==> config.mk <==
export PLATFORM = sky130hd
export DESIGN_NAME = rv32im_csr_file_rmw
export DESIGN_NICKNAME = d
export VERILOG_FILES = /design/src/rtl/rv32im_csr_file_rmw.sv
export SDC_FILE = /design/constraint.sdc
export NUM_CORES = 2
export LEC_CHECK = 0
export CORE_MARGIN = 3
export CORE_UTILIZATION = 32
export CTS_BUF_LIST = sky130_fd_sc_hd__clkbuf_16
export CTS_CLUSTER_DIAMETER = 200
export DETAILED_ROUTE_END_ITERATION = 10
export PLACE_DENSITY = 0.52
export SLEW_MARGIN = 20
export SYNTH_ARGS = -nofsm -noshare
export SYNTH_HDL_FRONTEND = slang
export SYNTH_SLANG_ARGS = --single-unit
==> constraint.sdc <==
create_clock -name clk_i -period 3.8 [get_ports clk_i]
set_input_delay 0.76 -clock clk_i [delete_from_list [all_inputs] [get_ports clk_i]]
set_output_delay 0.76 -clock clk_i [all_outputs]
set_load 0.02 [all_outputs]
==> src/rtl/rv32im_csr_file_rmw.sv <==
// rv32im_csr_file_rmw: machine-mode CSR file with RW/RS/RC access,
// 64-bit cycle/instret/hpm counters and trap entry/return.
module rv32im_csr_file_rmw #(
    parameter int                  API_XLEN  = 32,
    parameter int                  HPM_COUNT = 4,
    parameter logic [API_XLEN-1:0] MTVEC_RST = '0
) (
    input  logic                clk_i,
    input  logic                rst_n_i,
    input  logic [11:0]         csr_addr_i,
    input  logic [1:0]          csr_op_i,
    input  logic [API_XLEN-1:0] csr_wdata_i,
    output logic [API_XLEN-1:0] csr_rdata_o,
    output logic                csr_illegal_o,
    input  logic                instret_i,
    input  logic [((HPM_COUNT > 0) ? HPM_COUNT : 1)-1:0] hpm_event_i,
    input  logic                trap_i,
    input  logic [API_XLEN-1:0] trap_cause_i,
    input  logic [API_XLEN-1:0] trap_pc_i,
    input  logic [API_XLEN-1:0] trap_val_i,
    input  logic                mret_i,
    output logic [API_XLEN-1:0] mtvec_o,
    output logic [API_XLEN-1:0] mepc_o,
    output logic [API_XLEN-1:0] csr_status_o,
    output logic [1:0]          priviledge_mode_o
);

    // Counter slot k lives at B00+k / B80+k: 0 cycle, 2 instret, 3.. hpm
    localparam logic [31:0] CNT_MASK =
        32'h5 | (((32'h1 << HPM_COUNT) - 32'h1) << 3);
    localparam logic [API_XLEN-1:0] MISA = API_XLEN'(32'h4000_1100);
    localparam logic [API_XLEN-1:0] W_ALIGN = {{(API_XLEN-2){1'b1}}, 2'b00};

    logic [63:0]         r_cnt [32];
    logic [63:0]         w_cnt_nxt [32];
    logic                r_ms_mie;
    logic                r_ms_mpie;
    logic [1:0]          r_ms_mpp;
    logic [1:0]          r_mode;
    logic [API_XLEN-1:0] r_mie;
    logic [API_XLEN-1:0] r_mtvec;
    logic [API_XLEN-1:0] r_mscratch;
    logic [API_XLEN-1:0] r_mepc;
    logic [API_XLEN-1:0] r_mcause;
    logic [API_XLEN-1:0] r_mtval;

    logic [API_XLEN-1:0] w_mstatus;
    logic [API_XLEN-1:0] w_old;
    logic [API_XLEN-1:0] w_new;
    logic                w_impl;
    logic                w_ro;
    logic                w_cnt;
    logic                w_cnt_wr;
    logic                w_is_wr;
    logic                w_wr;
    logic [4:0]          w_cidx;
    logic                w_chi;
    logic [31:0]         w_half;
    logic [31:0]         w_hpm;
    logic [31:0]         w_inc;

    always_comb begin
        w_mstatus = '0;
        w_mstatus[3] = r_ms_mie;
        w_mstatus[7] = r_ms_mpie;
        w_mstatus[12:11] = r_ms_mpp;
    end

    assign w_cidx = csr_addr_i[4:0];
    assign w_chi  = csr_addr_i[7];
    assign w_cnt  = (csr_addr_i[11:8] == 4'hB || csr_addr_i[11:8] == 4'hC)
                  && csr_addr_i[6:5] == 2'b00 && CNT_MASK[w_cidx];
    assign w_half = w_chi ? r_cnt[w_cidx][63:32] : r_cnt[w_cidx][31:0];

    always_comb begin
        w_impl = 1'b1;
        w_ro   = 1'b0;
        w_old  = '0;
        case (csr_addr_i)
            12'h300: w_old = w_mstatus;
            12'h301: begin
                w_old = MISA;
                w_ro  = 1'b1;
            end
            12'h304: w_old = r_mie;
            12'h305: w_old = r_mtvec;
            12'h340: w_old = r_mscratch;
            12'h341: w_old = r_mepc;
            12'h342: w_old = r_mcause;
            12'h343: w_old = r_mtval;
            12'h344: w_ro = 1'b1;
            12'hF14: w_ro = 1'b1;
            default: begin
                w_impl = w_cnt;
                w_old  = w_cnt ? API_XLEN'(w_half) : '0;
            end
        endcase
    end

    // RS/RC with a zero mask are pure reads
    assign w_is_wr = csr_op_i != 2'b00
                   && !(csr_op_i[1] && csr_wdata_i == '0);

    assign csr_illegal_o = csr_op_i != 2'b00 && (!w_impl
        || (w_is_wr && (csr_addr_i[11:10] == 2'b11 || w_ro))
        || (r_mode != 2'b11 && csr_addr_i[9:8] == 2'b11));

    assign w_wr     = w_is_wr && !csr_illegal_o;
    assign w_cnt_wr = w_wr && w_cnt;

    always_comb begin
        w_new = csr_wdata_i;
        case (csr_op_i)
            2'b10:   w_new = w_old | csr_wdata_i;
            2'b11:   w_new = w_old & ~csr_wdata_i;
            default: w_new = csr_wdata_i;
        endcase
    end

    assign w_hpm = 32'(hpm_event_i);
    assign w_inc = ((w_hpm << 3) | {29'b0, instret_i, 2'b01}) & CNT_MASK;

    // A written half drops the carry between halves for that cycle
    always_comb begin
        for (int k = 0; k < 32; k++) begin
            w_cnt_nxt[k] = r_cnt[k] + 64'(w_inc[k]);
            if (w_cnt_wr && w_cidx == 5'(k)) begin
                if (w_chi)
                    w_cnt_nxt[k] = {w_new[31:0],
                                    r_cnt[k][31:0] + 32'(w_inc[k])};
                else
                    w_cnt_nxt[k] = {r_cnt[k][63:32], w_new[31:0]};
            end
        end
    end

    always_ff @(posedge clk_i or negedge rst_n_i) begin
        if (!rst_n_i) begin
            r_cnt      <= '{default: '0};
            r_ms_mie   <= 1'b0;
            r_ms_mpie  <= 1'b0;
            r_ms_mpp   <= 2'b00;
            r_mode     <= 2'b11;
            r_mie      <= '0;
            r_mtvec    <= MTVEC_RST & W_ALIGN;
            r_mscratch <= '0;
            r_mepc     <= '0;
            r_mcause   <= '0;
            r_mtval    <= '0;
        end else begin
            r_cnt <= w_cnt_nxt;
            if (w_wr) begin
                case (csr_addr_i)
                    12'h304: r_mie      <= w_new;
                    12'h305: r_mtvec    <= w_new & W_ALIGN;
                    12'h340: r_mscratch <= w_new;
                    default: ;
                endcase
            end
            if (trap_i) begin
                r_mepc    <= trap_pc_i & W_ALIGN;
                r_mcause  <= trap_cause_i;
                r_mtval   <= trap_val_i;
                r_ms_mpie <= r_ms_mie;
                r_ms_mie  <= 1'b0;
                r_ms_mpp  <= r_mode;
                r_mode    <= 2'b11;
            end else if (mret_i) begin
                r_ms_mie  <= r_ms_mpie;
                r_ms_mpie <= 1'b1;
                r_mode    <= r_ms_mpp;
                r_ms_mpp  <= 2'b00;
            end else if (w_wr) begin
                case (csr_addr_i)
                    12'h300: begin
                        r_ms_mie  <= w_new[3];
                        r_ms_mpie <= w_new[7];
                        r_ms_mpp  <= (w_new[12:11] == 2'b11) ? 2'b11 : 2'b00;
                    end
                    12'h341: r_mepc   <= w_new & W_ALIGN;
                    12'h342: r_mcause <= w_new;
                    12'h343: r_mtval  <= w_new;
                    default: ;
                endcase
            end
        end
    end

    assign csr_rdata_o       = w_old;
    assign mtvec_o           = r_mtvec;
    assign mepc_o            = r_mepc;
    assign csr_status_o      = w_mstatus;
    assign priviledge_mode_o = r_mode;

endmodule

==> impl_metrics.csv <==
group,metric,value,unit
run_status,status,"finished, violations left",
run_status,violations,"setup timing",
sta,max_slew_margin,33.6,%
sta,fin_crit,3.94,ns
placed_design,place.gp.congestion,0.978,
min_path,hp-start,"r_cnt[1387]$_DFFE_PN0P_",
drt,wirelength,237,mm
drt,postRouteAntennaNets,0,
critical_path,worstSetupPathType,"primary input to output pin",
global_routing,antenna_found_initial,17,
drt,avgRoutedWirePerCell,28.3,um
critical_path,path_max_fanout,8,
sta,tns,-1.14,ns
sta,whs,0.369,ns
placed_design,port_buffers,247,
synth,synth_cell_types,88,
clock_network,cts_tree,"yes",
critical_path,worstPathArrival,3.18,ns
synth,synth_edf_count,0,
die,die_area,0.193,mm^2
die,fp.dieW,440,um
drt,drt-vias-per-instance,5.50,
clock_network,root_buffer,"clkbuf_16",
die,die-height,440,um
pwr,p_per_area,415,mW/mm^2
clock_network,clk_path_buf_depth,3,
sta,worstMarginPinSlew,0.990,ns
global_routing,grt_pass1_vias,45500,
critical_path,start_kind,"primary input",
drt,num_vias,46100,
synth,seq_area_frac_synth,52.6,%
sta,layout_setup_ws,-0.141,ns
final_layout,fin_nets,5946,
synth,ys_ff_latch,1266,
pwr,ir_drop,0.000444,V
sta,setup_viol,23,
die,start_util,32.3,%
global_routing,grt_usage,24.1,%
placed_design,dp.cells,8005,
placed_design,preCtsSetupSlack,-0.884,ns
final_layout,syn_to_final_growth,26.5,%
drt,drt_iter0_markers,4794,
synth,syn-instance-count,5589,
die,pin_count,282,
sta,report.final.slew_viol_count,0,
drt,drc,0,
global_routing,grt-ovfl-total,0,
sta,hold_viol,0,
die,fp.coreArea,0.186,mm^2
clock_network,htreeDepth,4,
drt,dr.pass1.iters,8,
placed_design,dp_hpwl,177,mm
global_routing,grt_pass1_wl,336,mm
clock_network,cts_buffers,144,
global_routing,grt_max_degree,143,
critical_path,r2r-start,"priviledge_mode_o[1]$_DFFE_PN1P_",
critical_path,cp.required,3.04,ns
clock_network,clk_latency,0.79,ns
die,rows,158,
final_layout,finalNonFillerCells,8392,
critical_path,end_kind,"output pin",
min_path,min_path_type,"register to register",
sta,skew,0.0343,ns
synth,synth_area_per_cell,10.8,um^2
clock_network,cts_sinks,1266,
synth,async_reset_ff_share,100,%
synth,synth_area_leader_cell,"dfrtp_1",
sta,fmax,0.254,GHz
clock_network,clkTransAtPathRegs,0.05,ns
sta,period_share,104,%
synth,yosys.area.top_type_share,52.5,%
run,drv_cap,0,
synth,synth_area_leaders,"dfrtp_1 53%, mux4_2 11%, clkbuf_1 5.3%",
sta,rsz0062_at_grt,"true",
critical_path,rrSetupSlack,0.48,ns
critical_path,crit_start,"csr_addr_i[0]",
final_layout,drive_gt1_share,27.1,%
pwr,p_leak,0.0339,uW
synth,synth_area,0.0602,mm^2
synth,yosysWarnings,0,
synth,synth_top_flop_cell,"dfrtp_1",
[cell families after synthesis]
family,share of synthesized area (%)
and+or+nand+nor,11.9
DFF,52.6
AOI/OAI and AO/OA,12.3
buffers and inverters,7.53
muxes,12.7
xor gates and xnor gates,2.69
adders and majority gates,0.229
other,0.00623
[cell usage in the layout (no fill, tap or decap), types with 44 or more instances in the layout]
cell and n:
nor3_1 72, and2_1 44, a21oi_1 411, and3_1 104
clkbuf_16 151, mux4_2 305, mux2i_1 48, buf_4 621
buf_6 49, nor2_1 346, clkdlybuf4s50_1 196, nand2_1 321
nand4_1 92, dfrtp_1 1260, o21ai_0 292, inv_1 71
a22oi_1 130, xnor2_1 142, a31oi_1 44, buf_12 156
nand3_1 173
[Yosys cell counts (all sizes together), types with 8 or more instances]
cell type  instances
nor3              79
a31oi             58
nand2            339
a221o              9
a22oi            144
o221ai             8
nor4              57
a211o              8
a22o               8
mux2i             50
and3             105
clkbuf           848
or2                8
nand4             92
inv               46
buf              209
nand3            199
mux2              24
a211oi            44
o21ai            331
o211ai            16
or4               11
nand2b            17
mux4             305
xnor2            142
a21o              37
nor2             351
o22ai             37
a21oi            421
dfrtp           1264
xor2              43
nor3b             31
a31o               8
and2              45
a221oi            30
ha                11
and4              35
or3               19
[routing by layer]
layer	routed length, um	share of wire (%)	track usage [%]	up-vias
met3	18400	7.7	4.89	431
met2	110000	46	38.5	2084
met5	64	0.027	0	-
met1	98400	41	32.2	23500
li1	-	-	-	20100
met4	10800	4.5	9.67	10
[critical path: stages]
cell	delay (ns)
buf_16	0.14
buf_4	0.24
mux4_2	0.50
and2_1	0.24
a211oi_4	0.34
buf_4	0.19
a211oi_1	0.07
o21ai_4	0.11
nand3_2	0.17
dlygate4sd2_1	0.37
[area by class of cell]
type	count	area [um^2]
Antenna cell	9	22.5
Clock buffer	146	3650
Clock inverter	119	1120
Fill cell	17600	110000
Inverter	48	183
Multi-Input combinational cell	3249	25100
Sequential cell	1266	31700
Tap cell	2480	3100
Timing Repair Buffer	1075	11300
[worst paths after layout]
| path | to | depth (start not counted) |
|---|---|---|
| worst max-delay path | csr_rdata_o[19] | 10 |
| worst min-delay path | r_cnt[1387]$_DFFE_PN0P_ | 0 |
| worst max register to register | r_cnt[1795]$_DFF_PN0_ | 9 |
| worst min register to register | r_cnt[1387]$_DFFE_PN0P_ | 0 |
| max in group asynchronous | r_cnt[1748]$_DFF_PN0_ | 3 |
| min in group asynchronous | r_mscratch[29]$_DFFE_PN0P_ | 2 |
[report_power, final]
group | switching [uW] | internal, uW | total, uW | leakage, uW
Sequential | 425 | 13800 | 14200 | 0.0173
Combinational | 1830 | 1410 | 3240 | 0.0142
Clock | 6050 | 8100 | 14100 | 0.00243
Total | 8310 | 23300 | 31600 | 0.0339
[timing repair]
action                                  4_1_cts  5_1_grt
endpoints found under the hold margin        45        0
hold buffers                                  1        0
pin swaps                                    41       30
cloned                                       11        5
endpoints found under the setup margin       33       33
buffers inserted                             68       37
resized for setup                           250       87
[per-stage QoR]
step	power, uW	instance area (um^2)	util (%)
finish	31600	76200	40.9
global route	32700	76200	40.9
CTS	31800	75400	40.5
detailed placement	17500	68900	37.0
global placement	17400	68900	37.0
floorplan	15700	60300	-
[flip-flops by register name, summed over array words and instances (netlist names)]
name and count:
r_cnt 1072, r_ms_mpie 1, r_ms_mpp 2, priviledge_mode_o 2, r_mscratch 32, mtvec_o 30, mepc_o 30, r_ms_mie 1
r_mcause 32, r_mtval 32, r_mie 32
No activity file was read; power rests on OpenSTA's default activity.
==> RTL change: new RTL, config.mk and constraints unchanged <==
The parameter `HPM_COUNT` goes from 4 to 2.
--- a/src/rtl/rv32im_csr_file_rmw.sv
+++ b/src/rtl/rv32im_csr_file_rmw.sv
@@ -2,7 +2,7 @@
 // 64-bit cycle/instret/hpm counters and trap entry/return.
 module rv32im_csr_file_rmw #(
     parameter int                  API_XLEN  = 32,
-    parameter int                  HPM_COUNT = 4,
+    parameter int                  HPM_COUNT = 2,
     parameter logic [API_XLEN-1:0] MTVEC_RST = '0
 ) (
     input  logic                clk_i,
Ports: changed (resized hpm_event_i); port bits go from 282 to 280. No check against the original RTL was run, so the function may have changed too.
==> RTL change against the unedited design <==
The run still ends with setup timing left; cell area decreased by 8.7%; sequential share of layout area grew 2.2 points; final cell count shrank 9.8%; sequential cell count decreased by 48; count of clock-buffer cells in the layout is 2 lower; power is 6.7% lower; area after synthesis fell by 7.1%; routed wire length fell by 15%; core utilization is 0.63 points lower; non-clock buffer count down 91; worst setup slack lost 0.041 ns; register-to-register slack improved by 0.08 ns; critical endpoint is now csr_rdata_o[31]; highest routed layer unchanged.
==> RTL change: results (changes against the unedited design) <==
| Item | Reported | Delta |
|:---|:---|:---|
| Outcome | finished, violations left |  |
| Violations in the final reports | setup timing |  |
| Crit Path Max Fanout | 6 | -2 |
| Maximum clock skew at final layout | 0.01989 ns | -0.01441 ns |
| DP Worst Slack | -1.215 ns | -0.3306 ns |
| Iteration-0 DRC Markers | 4,329 | -9.7% |
| Number of flip-flops under the largest register name | 1,024 | -4.5% |
| Origin of the worst min-delay path | trap_i |  |
| M1 GR Usage | 0.3049 | -0.01691 |
| Worst reg2reg endpoint | r_cnt[1830] |  |
| Worst-case hold path end point | r_ms_mie |  |
| Global router's overall resource usage | 0.2213 | -0.02002 |
| Worst setup slack after layout | -0.1813 ns | -0.04052 ns |
| Wire length of the first global-routing pass | 292.1 mm | -13% |
| Net count, final | 5,301 | -11% |
| Classification of the worst-slack hold path | primary input to register |  |
| Placed cell count | 7,234 | -9.6% |
| Clock sinks | 1,218 | -3.8% |
| DR pass1 iterations | 6 | -2 |
| Worst max-slew margin expressed relative to the limit | 0.2728 | -0.06330 |
| Total via count after detailed routing | 40,090 | -13% |
| WHS Path Cells | 2 | +2 |
| Most frequent cells after synthesis | 1,216 x dfrtp_1, 903 x clkbuf_1, 447 x nand2_1 |  |
| Portion of the post-synthesis area used by sequential elements | 0.5452 | +0.01894 |
| Average via count per standard cell | 5.297 | -3.6% |
| Placed cell areas | 0.06335 mm^2 | -8.0% |
| Average detailed-routed wire length per instance | 26.66 um | -5.7% |
| GR met3 Demand/Resource | 0.04195 | -0.006983 |
| Via count of the first global-routing pass | 40,820 | -10% |
| Fillers | 16,350 | -6.9% |
| Port bufs | 245 | -0.81% |
| Static leakage power | 31.14 nW | -8.1% |
| Area contributors post-synth | dfrtp_1 54%, mux4_2 10%, clkbuf_1 6.1% |  |
| Detailed placer's ending HPWL | 151.1 mm | -15% |
| Minimum setup slack among reg-to-reg paths | 0.56 ns | +0.08 ns |
| Final setup violation count | 8 | -65% |
[RTL change: kinds of logic after synthesis]
group                      share of synthesized area
and+or+nand+nor                               0.1235
DFF                                           0.5452
buffers and inverters                        0.08453
AOI/OAI and AO/OA                            0.09977
muxes                                         0.1261
xor gates and xnor gates                     0.01927
adders and majority gates                   0.001566
other                                     0.00006707
[RTL change: repair_timing]
action | CTS | global route
gates resized for setup | 236 | 83
setup endpoints to repair | 33 | 28
pin swaps | 54 | 48
gates cloned | 6 | 3
hold buffers | 1 | 0
buffers inserted | 49 | 29
hold endpoints to repair | 1 | 0
[RTL change: critical path, cell delays in order]
cell and delay, ns:
buf_16 0.13, buf_16 0.19, buf_6 0.13, buf_12 0.11
mux4_2 0.61, mux2i_4 0.22, a22oi_2 0.14, nand4_1 0.40
nand3_2 0.25, buf_6 0.21
[RTL change: routing by layer]
layer / part of all wire / wire length, um
met1: 0.44 / 88220
met2: 0.46 / 92740
met3: 0.064 / 13000
met4: 0.039 / 7818
met5: 0.000099 / 20
[RTL change: power by group]
group | internal (mW) | switching [mW] | total [mW]
Clock | 7.61 | 5.55 | 13.2
Sequential | 13.2 | 0.293 | 13.5
Combinational | 1.23 | 1.60 | 2.83
Total | 22.1 | 7.44 | 29.5
[RTL change: final cells by class]
| class | instances | area (um^2) | area share |
|---|---|---|---|
| Timing Repair Buffer | 984 | 10040 | 0.1444 |
| Sequential cell | 1218 | 30490 | 0.4384 |
| Tap cell | 2310 | 2890 | 0.04155 |
| Clock inverter | 106 | 807.0 | 0.01160 |
| Inverter | 41 | 156.4 | 0.002249 |
| Clock buffer | 144 | 3603 | 0.05181 |
| Multi-Input combinational cell | 2762 | 21550 | 0.3099 |
| Antenna cell | 3 | 7.507 | 0.0001079 |
[RTL change: per-stage QoR]
stage / hold WS [ns] / TNS (ns)
after global placement: 0.3591 / -288.45
after CTS: 0.2916 / -0.4717
after detailed placement: 0.3607 / -230.21
after global routing: 0.3388 / -0.5494
final: 0.3569 / -0.4719
after floorplan: 0.4216 / 0
[RTL change: how the worst max path moves through the flow]
stage	slack, ns	start	end
finish	-0.18	csr_addr_i[0]	csr_rdata_o[31]
global route	-0.10	csr_addr_i[0]	csr_rdata_o[15]
CTS	-0.11	csr_addr_i[0]	csr_rdata_o[31]
detailed placement	-1.22	csr_wdata_i[4]	csr_illegal_o
global placement	-1.49	csr_addr_i[0]	csr_rdata_o[20]
floorplan	0.12	csr_addr_i[0]	csr_rdata_o[18]
